**config.mk**
```make
export PLATFORM = sky130hd
export DESIGN_NAME = bus_master_arbiter_flat
export DESIGN_NICKNAME = d
export VERILOG_FILES = /design/src/rtl/bus_master_arbiter_if.sv /design/src/rtl/bus_master_arbiter.sv /design/src/flat_wrapper.sv
export SDC_FILE = /design/constraint.sdc
export NUM_CORES = 1
export LEC_CHECK = 0
export ABC_AREA = 0
export BUFFER_PORTS_ARGS = -buffer_cell sky130_fd_sc_hd__buf_4
export CORE_MARGIN = 3
export CORE_UTILIZATION = 40
export CTS_CLUSTER_SIZE = 40
export DETAILED_ROUTE_END_ITERATION = 6
export PLACE_DENSITY = 0.67
export SLEW_MARGIN = 20
export SYNTH_ARGS = -nofsm -noshare
export SYNTH_HDL_FRONTEND = slang
export SYNTH_SLANG_ARGS = --single-unit
```
**constraint.sdc**
```tcl
create_clock -name clk -period 2.7 [get_ports clk]
set_input_delay 0.54 -clock clk [delete_from_list [all_inputs] [get_ports clk]]
set_output_delay 0.54 -clock clk [all_outputs]
set_load 0.03 [all_outputs]
```
**src/rtl/bus_master_arbiter_if.sv**
```systemverilog
// Request/grant bundle shared by the bus masters and the arbiter, plus arbiter status.
interface bus_master_arbiter_if #(
    parameter int unsigned NUM_MASTERS = 2,
    parameter int unsigned CNT_WIDTH   = 32
);
    localparam int unsigned IdW = (NUM_MASTERS > 1) ? $clog2(NUM_MASTERS) : 1;

    logic [NUM_MASTERS-1:0] req;
    logic                   done;
    logic [NUM_MASTERS-1:0] grant;
    logic                   grant_valid;
    logic [IdW-1:0]         grant_id;
    logic [NUM_MASTERS-1:0] starve_flag;
    logic [CNT_WIDTH-1:0]   grant_count;
    logic [CNT_WIDTH-1:0]   conflict_count;

    modport master (
        output req, done,
        input  grant, grant_valid, grant_id, starve_flag, grant_count, conflict_count
    );

    modport slave (
        input  req, done,
        output grant, grant_valid, grant_id, starve_flag, grant_count, conflict_count
    );
endinterface

```
**src/rtl/bus_master_arbiter.sv**
```systemverilog
// Round-robin bus arbiter with burst locality and starvation escape; grant held until
// done or abort.
module bus_master_arbiter #(
    parameter int unsigned NUM_MASTERS  = 2,
    parameter int unsigned BURST_LIMIT  = 4,
    parameter int unsigned STARVE_LIMIT = 16,
    parameter int unsigned CNT_WIDTH    = 32
) (
    input logic                 clk,
    input logic                 rst,
    bus_master_arbiter_if.slave bus
);
    localparam int unsigned IdW = (NUM_MASTERS > 1) ? $clog2(NUM_MASTERS) : 1;
    localparam int unsigned BW  = $clog2(BURST_LIMIT + 1);
    localparam int unsigned WW  = $clog2(STARVE_LIMIT + 1);
    localparam logic [BW-1:0] BurstMax  = BW'(BURST_LIMIT);
    localparam logic [WW-1:0] StarveMax = WW'(STARVE_LIMIT);

    typedef enum logic [0:0] {StIdle, StBusy} state_e;

    state_e                 state_q;
    logic [NUM_MASTERS-1:0] grant_q;
    logic [NUM_MASTERS-1:0] starve_q;
    logic [IdW-1:0]         grant_id_q;
    logic [IdW-1:0]         last_q;
    logic [BW-1:0]          burst_q;
    logic [WW-1:0]          wait_q [NUM_MASTERS];
    logic [CNT_WIDTH-1:0]   grant_cnt_q;
    logic [CNT_WIDTH-1:0]   conflict_cnt_q;

    logic [WW-1:0]          wait_d [NUM_MASTERS];
    logic [NUM_MASTERS-1:0] win_oh;
    logic [NUM_MASTERS-1:0] last_oh;
    logic [IdW-1:0]         winner;
    logic [IdW-1:0]         cand;
    logic                   any_req;
    logic                   multi_req;
    logic                   other_req;
    logic                   starve_hit;
    logic                   burst_keep;
    logic                   found;

    always_comb begin
        winner     = '0;
        cand       = '0;
        starve_hit = 1'b0;
        found      = 1'b0;
        last_oh    = '0;
        for (int i = 0; i < NUM_MASTERS; i++) begin
            last_oh[i] = (last_q == IdW'(i));
        end
        any_req    = |bus.req;
        multi_req  = |(bus.req & (bus.req - 1'b1));
        other_req  = |(bus.req & ~last_oh);
        burst_keep = bus.req[last_q] && (burst_q != '0) && ((burst_q < BurstMax) || !other_req);

        // Descending scan so the lowest starving requester wins.
        for (int i = NUM_MASTERS - 1; i >= 0; i--) begin
            if (starve_q[i] && bus.req[i]) begin
                winner     = IdW'(i);
                starve_hit = 1'b1;
            end
        end
        if (!starve_hit) begin
            if (burst_keep) begin
                winner = last_q;
            end else begin
                for (int unsigned k = 1; k <= NUM_MASTERS; k++) begin
                    cand = IdW'((32'(last_q) + k) % NUM_MASTERS);
                    if (!found && bus.req[cand]) begin
                        winner = cand;
                        found  = 1'b1;
                    end
                end
            end
        end

        win_oh = '0;
        for (int i = 0; i < NUM_MASTERS; i++) begin
            win_oh[i] = (winner == IdW'(i));
        end
    end

    // Waiting time per master; the master being granted this edge restarts from zero.
    always_comb begin
        for (int i = 0; i < NUM_MASTERS; i++) begin
            if (!bus.req[i]) begin
                wait_d[i] = '0;
            end else if (state_q == StIdle && win_oh[i]) begin
                wait_d[i] = '0;
            end else if (!grant_q[i] && wait_q[i] < StarveMax) begin
                wait_d[i] = wait_q[i] + 1'b1;
            end else begin
                wait_d[i] = wait_q[i];
            end
        end
    end

    always_ff @(posedge clk) begin
        if (rst) begin
            state_q        <= StIdle;
            grant_q        <= '0;
            grant_id_q     <= '0;
            last_q         <= IdW'(NUM_MASTERS - 1);
            burst_q        <= '0;
            starve_q       <= '0;
            grant_cnt_q    <= '0;
            conflict_cnt_q <= '0;
            for (int i = 0; i < NUM_MASTERS; i++) begin
                wait_q[i] <= '0;
            end
        end else begin
            for (int i = 0; i < NUM_MASTERS; i++) begin
                wait_q[i]   <= wait_d[i];
                starve_q[i] <= (wait_d[i] >= StarveMax);
            end
            case (state_q)
                StIdle: begin
                    if (multi_req) begin
                        conflict_cnt_q <= conflict_cnt_q + 1'b1;
                    end
                    if (any_req) begin
                        state_q     <= StBusy;
                        grant_q     <= win_oh;
                        grant_id_q  <= winner;
                        last_q      <= winner;
                        grant_cnt_q <= grant_cnt_q + 1'b1;
                        if (winner == last_q) begin
                            burst_q <= (burst_q == BurstMax) ? burst_q : burst_q + 1'b1;
                        end else begin
                            burst_q <= BW'(1);
                        end
                    end
                end
                StBusy: begin
                    if (bus.done || !bus.req[grant_id_q]) begin
                        state_q <= StIdle;
                        grant_q <= '0;
                    end
                end
                default: state_q <= StIdle;
            endcase
        end
    end

    assign bus.grant          = grant_q;
    assign bus.grant_valid    = |grant_q;
    assign bus.grant_id       = grant_id_q;
    assign bus.starve_flag    = starve_q;
    assign bus.grant_count    = grant_cnt_q;
    assign bus.conflict_count = conflict_cnt_q;
endmodule
```
**src/flat_wrapper.sv**
```systemverilog
// flat-port wrapper written by rule: the top's interface ports become plain ports
module bus_master_arbiter_flat 
#(
    parameter int unsigned NUM_MASTERS  = 2,
    parameter int unsigned BURST_LIMIT  = 4,
    parameter int unsigned STARVE_LIMIT = 16,
    parameter int unsigned CNT_WIDTH    = 32
)
  (clk, rst, bus_req, bus_done, bus_grant, bus_grant_valid, bus_grant_id, bus_starve_flag, bus_grant_count, bus_conflict_count);
  bus_master_arbiter_if #(.NUM_MASTERS(NUM_MASTERS), .CNT_WIDTH(CNT_WIDTH)) bus_i ();
  input logic clk;
  input logic rst;
  input wire logic [$bits(bus_i.req)-1:0] bus_req;
  input wire logic [$bits(bus_i.done)-1:0] bus_done;
  output wire logic [$bits(bus_i.grant)-1:0] bus_grant;
  output wire logic [$bits(bus_i.grant_valid)-1:0] bus_grant_valid;
  output wire logic [$bits(bus_i.grant_id)-1:0] bus_grant_id;
  output wire logic [$bits(bus_i.starve_flag)-1:0] bus_starve_flag;
  output wire logic [$bits(bus_i.grant_count)-1:0] bus_grant_count;
  output wire logic [$bits(bus_i.conflict_count)-1:0] bus_conflict_count;
  assign bus_i.req = bus_req;
  assign bus_i.done = bus_done;
  assign bus_grant = bus_i.grant;
  assign bus_grant_valid = bus_i.grant_valid;
  assign bus_grant_id = bus_i.grant_id;
  assign bus_starve_flag = bus_i.starve_flag;
  assign bus_grant_count = bus_i.grant_count;
  assign bus_conflict_count = bus_i.conflict_count;
  bus_master_arbiter #(.NUM_MASTERS(NUM_MASTERS), .BURST_LIMIT(BURST_LIMIT), .STARVE_LIMIT(STARVE_LIMIT), .CNT_WIDTH(CNT_WIDTH)) u_core (.clk(clk), .rst(rst), .bus(bus_i));
endmodule
```
======== After elaboration in Yosys (flattened, before gate mapping) ========
Memories as Yosys holds them, arrays and structs flattened.
Cells that the tools add are included.
storage, ports and cells
  flip-flop bits (word level) ............. 74
  RAM bits ................................ 10
  bits of input ports ..................... 5
  output and inout bits ................... 70
  logic and storage cells ................. 101
  memories ................................ 1
memory list
  memory         words  width  rd ports  clocked after memory_dff  write ports  line                      source
  u_core.wait_q  2      5      2         0                         2            bus_master_arbiter.sv:27  logic [WW-1:0] wait_q [NUM_MASTERS];
operators by class
  add/sub/neg operators ................... 8
  magnitude comparators ................... 9
  equality and inequality tests ........... 5
  multiplexer cells ....................... 37
  bitwise gates (word level) .............. 8
  reduce and logical (&&, ||, !) cells .... 25
operators by type and width
  operator                                                               count
  32-bit by 1-bit adder with 32-bit output (second input constant)       2
  5-bit two-way mux                                                      8
  1-bit two-way mux                                                      23
  5-bit by 1-bit adder with 5-bit output (second input constant)         2
  5-bit greater-or-equal comparator (second input constant)              2
  5-bit < comparator (second input constant)                             2
  1-bit logical AND                                                      9
  1-bit by 2-bit < comparator with 1-bit output (second input constant)  4
  2-bit OR reduction                                                     4
  3-bit two-way mux                                                      2
  2-bit AND reduction                                                    3
  1-bit logical NOT                                                      5
  2-bit bitwise AND                                                      2
  2-bit two-way mux                                                      2
  2-bit inequality test (second input constant)                          2
  2-bit one-hot mux with 2 select lines                                  1
  3-bit by 1-bit adder with 3-bit output (second input constant)         1
  3-bit == test (second input constant)                                  1
  3-bit < comparator (second input constant)                             1
  1-bit NOT                                                              3
  3-bit AND reduction                                                    1
  3-bit nonzero test                                                     1
  1-bit adder (second input constant)                                    2
  1-bit logical OR                                                       2
  other kinds (6)                                                        7

======== Depth between registers and ports, before layout ========
  word-level depth ........................ 19
  gate-level depth with buffers ........... 7
  gate-level depth less buffers ........... 7

======== Least setup slack after synthesis ========
No wires, ideal clock.
  path type ............................... input to register
  start ................................... in bus_req[1]
  end ..................................... reg u_core.grant_cnt_q[29] (netlist: u_core.bus.grant_count[29])
  library setup time ...................... 0.128 ns
  arrival time ............................ 1.927 ns
  required time ........................... 2.572 ns
  slack ................................... 0.646 ns
  cell stages on the path ................. 7
  cell sequence ........................... buf_2 > o21bai_4 > or4_4 > buf_6 > nor4_2 > xnor2_1 > nor2_1
on the way
  cells in the longest elaborated chain, start to end .. 2
RTL lines
  what                                  line                       source
  from (decl)                           flat_wrapper.sv:13         input wire logic [$bits(bus_i.req)-1:0] bus_req;
  2-bit OR reduction                    bus_master_arbiter.sv:52   any_req = |bus.req;
  2-bit AND reduction (no source line)  -
  to (signal assigned)                  bus_master_arbiter.sv:127  grant_cnt_q <= grant_cnt_q + 1'b1;
  to (decl)                             bus_master_arbiter.sv:28   logic [CNT_WIDTH-1:0] grant_cnt_q;
Every way passes these cells.
A chain may end at the register's enable or synchronous reset.

======== Worst setup path after layout ========
  start ................................... reg u_core.grant_cnt_q[6] (netlist: u_core.bus.grant_count[6])
  end ..................................... reg u_core.grant_cnt_q[26] (netlist: u_core.bus.grant_count[26])
on the way
  cells in the longest elaborated chain, start to end .. 1
RTL lines
  what                                      line
  32-bit by 1-bit adder with 32-bit output  bus_master_arbiter.sv:127
Every way passes these cells.

==> impl_metrics.tcl <==
set metrics [dict create \
    wl_per_cell_microns 13.32 \
    area_growth_pct 22.11 \
    min_path_type "flip-flop to flip-flop" \
    synth_edf_count 0 \
    crit_chain "and4_1 > nand4_1 > nor4_1 > xnor2_1 > nor2_1" \
    final_util_pct 50.82 \
    async_flop_share_pct 0 \
    ctsHoldBuffers 0 \
    fin_crit_ns 2.162 \
    viasPerCell 5.195 \
    portBuffers 74 \
    numCtsBuffers 9 \
    ys_seq_elements 82 \
    cp.arrival_ns 2.38 \
    fillers 875 \
    rows 35 \
    required_ns 2.92 \
    clock-root-buffer "clkbuf_8" \
    groute.usage.overall_pct 16.68 \
    vias 3387 \
    synth_cell_types 49 \
    postSynthAreaPerCell_sq_um 8.628 \
    start_util_pct 41.62 \
    status "finished clean" \
    die_area_sq_mm 0.01092 \
    ant_nets 0 \
    drtIter0Drc 114 \
    cts.repair.resized 0 \
    rsz0062_at_grt "no" \
    synthCells 450 \
    crit_path_end_kind "flip-flop" \
    cts.sinks 82 \
    worstMarginPinSlew_ns 0.7712 \
    timing.rr.start "u_core.bus.grant_count[6]" \
    totalWireLength_mm 8.682 \
    power_density_mw_per_mm2 507.5 \
    post_cts_buffers 0 \
    antenna_found_initial 0 \
    setup_tns_ns 0 \
    grt_overflow 0 \
    drcViolationCount 0 \
    worst_setup_path_start_kind "flip-flop" \
    clkLatencyLatePin_ns 0.36 \
    setup_violations 0 \
    max-slew-margin-rel_pct 48.59 \
    dp_hpwl_mm 6.116 \
    yosysSeqAreaShare_pct 42.28 \
    die_x_microns 104.5 \
    htreeDepth 3 \
    first_pass_iters 4 \
    final_nets 529 \
    drv_slew 0 \
    ys_warn_count 0 \
    hold_ws_ns 0.4981 \
    core-area_sq_mm 0.009328 \
    gp_congestion 0.7821 \
    hold_violations 0 \
    min-delay-start "u_core.bus.conflict_count[31]" \
    clockBufferDepth 2 \
    grt_pass1_wl_mm 15.44 \
    grt_pass1_vias 3248 \
    final_cell_mix "dfxtp_1 (82), buf_4 (76), nor2_1 (75)" \
    grt_max_degree 77 \
    ir_drop_mv 0.2196 \
    drive_gt1_share_pct 21.22 \
    fmax_mhz 462.6 \
    syn-cell-area_sq_mm 0.003882 \
    crit_type "flip-flop to flip-flop" \
    syn-num-nets 461 \
    antennaDiodeCount 0 \
    final.setup_skew_ns 0.01541 \
    synthFlopType "dfxtp_1" \
    critPathMaxFanout 11 \
    power.leakage_nw 1.771 \
    slowest_delay_ns 0.55 \
    final_common_cell "dfxtp_1" \
    fin_crit_sh_pct 80.06 \
    cts.clk_slew.worst_paths_ns 0.08 \
    cap_violations 0 \
    die_h_microns 104.5 \
    cts_tree "built" \
    crit_slowest_cell "nor4_1" \
    cp-startpoint "u_core.bus.grant_count[6]" \
    io_pins 75 \
]
==> routing by layer <==
layer / track usage [%] / wire [microns]
met5: 0 / 0
met2: 28.41 / 4090
met4: 5.698 / 99
met1: 20.91 / 4068
met3: 3.414 / 423
==> synth_stat cells (3+ instances only) <==
| cell | count | area (sq um) |
|---|---|---|
| dfxtp_1 | 82 | 1642 |
| nor2_1 | 75 | 281.5 |
| nand2_1 | 37 | 138.9 |
| xnor2_1 | 32 | 280.3 |
| xor2_1 | 27 | 236.5 |
| nand4_1 | 22 | 137.6 |
| nand3_1 | 19 | 95.09 |
| a21oi_1 | 18 | 90.09 |
| nor4_1 | 13 | 81.33 |
| o21ai_0 | 13 | 65.06 |
| nor3_1 | 10 | 50.05 |
| and3_1 | 9 | 56.30 |
| inv_1 | 9 | 33.78 |
| or3_1 | 8 | 50.05 |
| and4_1 | 7 | 61.31 |
| clkbuf_1 | 7 | 26.28 |
| nor4_2 | 7 | 87.58 |
| ha_1 | 6 | 75.07 |
| buf_1 | 4 | 15.01 |
| or2_2 | 4 | 25.02 |
| buf_2 | 3 | 15.01 |
| buf_4 | 3 | 22.52 |
==> path summary, 6_finish.rpt <==
check,to,slack [ns],cells after the start
hold reg to reg,u_core.bus.conflict_count[31],0.50,2
setup / recovery,u_core.bus.grant_count[26],0.54,5
setup reg to reg,u_core.bus.grant_count[26],0.54,5
hold / removal,u_core.bus.conflict_count[31],0.50,2
==> logic make-up (layout without fill, tap and decap cells) <==
| logic type | after synthesis | after routing | share of synthesized area (%) |
|---|---|---|---|
| buffers and inverters | 28 | 101 | 3.480 |
| flip-flops | 82 | 82 | 42.28 |
| XOR/XNOR | 59 | 59 | 13.31 |
| multiplexers | 1 | 1 | 0.2578 |
| AO/OA/AOI/OAI | 46 | 46 | 7.445 |
| adder cells (fa/ha/maj) | 6 | 6 | 1.934 |
| AND/OR/NAND/NOR | 228 | 228 | 31.29 |
==> registers in the layout, summed over array words and instances (netlist names) <==
name	count
u_core.bus.grant_count	32
u_core.bus.grant_id	1
u_core.burst_q	3
u_core.bus.starve_flag	2
u_core.state_q	1
u_core.last_q	1
u_core.bus.conflict_count	32
u_core.wait_q	8
u_core.bus.grant	2
==> area by class of cell <==
cell class	instances	area [sq um]	area share, %
Clock buffer	10	137.6	2.903
Clock inverter	6	90.09	1.900
Inverter	9	33.78	0.7126
Multi-Input combinational cell	340	2106	44.42
Sequential cell	82	1642	34.63
Tap cell	129	161.4	3.405
Timing Repair Buffer	76	570.5	12.03
==> power breakdown <==
part	switching [mW]	internal (mW)	leakage, nW	total (mW)
Combinational	0.0986	0.0592	0.996	0.158
Sequential	0.0221	1.23	0.663	1.25
Clock	0.452	0.547	0.112	1.00
==> per-stage QoR <==
step | setup WS [ns] | instances | area, sq um | power (mW)
global route | 0.3896 | 652 | 4741 | 2.505
CTS | 0.5481 | 652 | 4741 | 2.433
detailed placement | 0.5607 | 636 | 4513 | 1.436
floorplan | 0.6455 | 450 | 3882 | 1.395
global placement | 0.5787 | 636 | 4513 | 1.433
finish | 0.5383 | 652 | 4741 | 2.406
==> critical path, delay by kind of cell (launching register included) <==
kind	cells	cell delay (ns)
xor+xnor	1	0.16
flops	1	0.43
simple gates	4	1.43
Power figures use the tool's default switching activity.
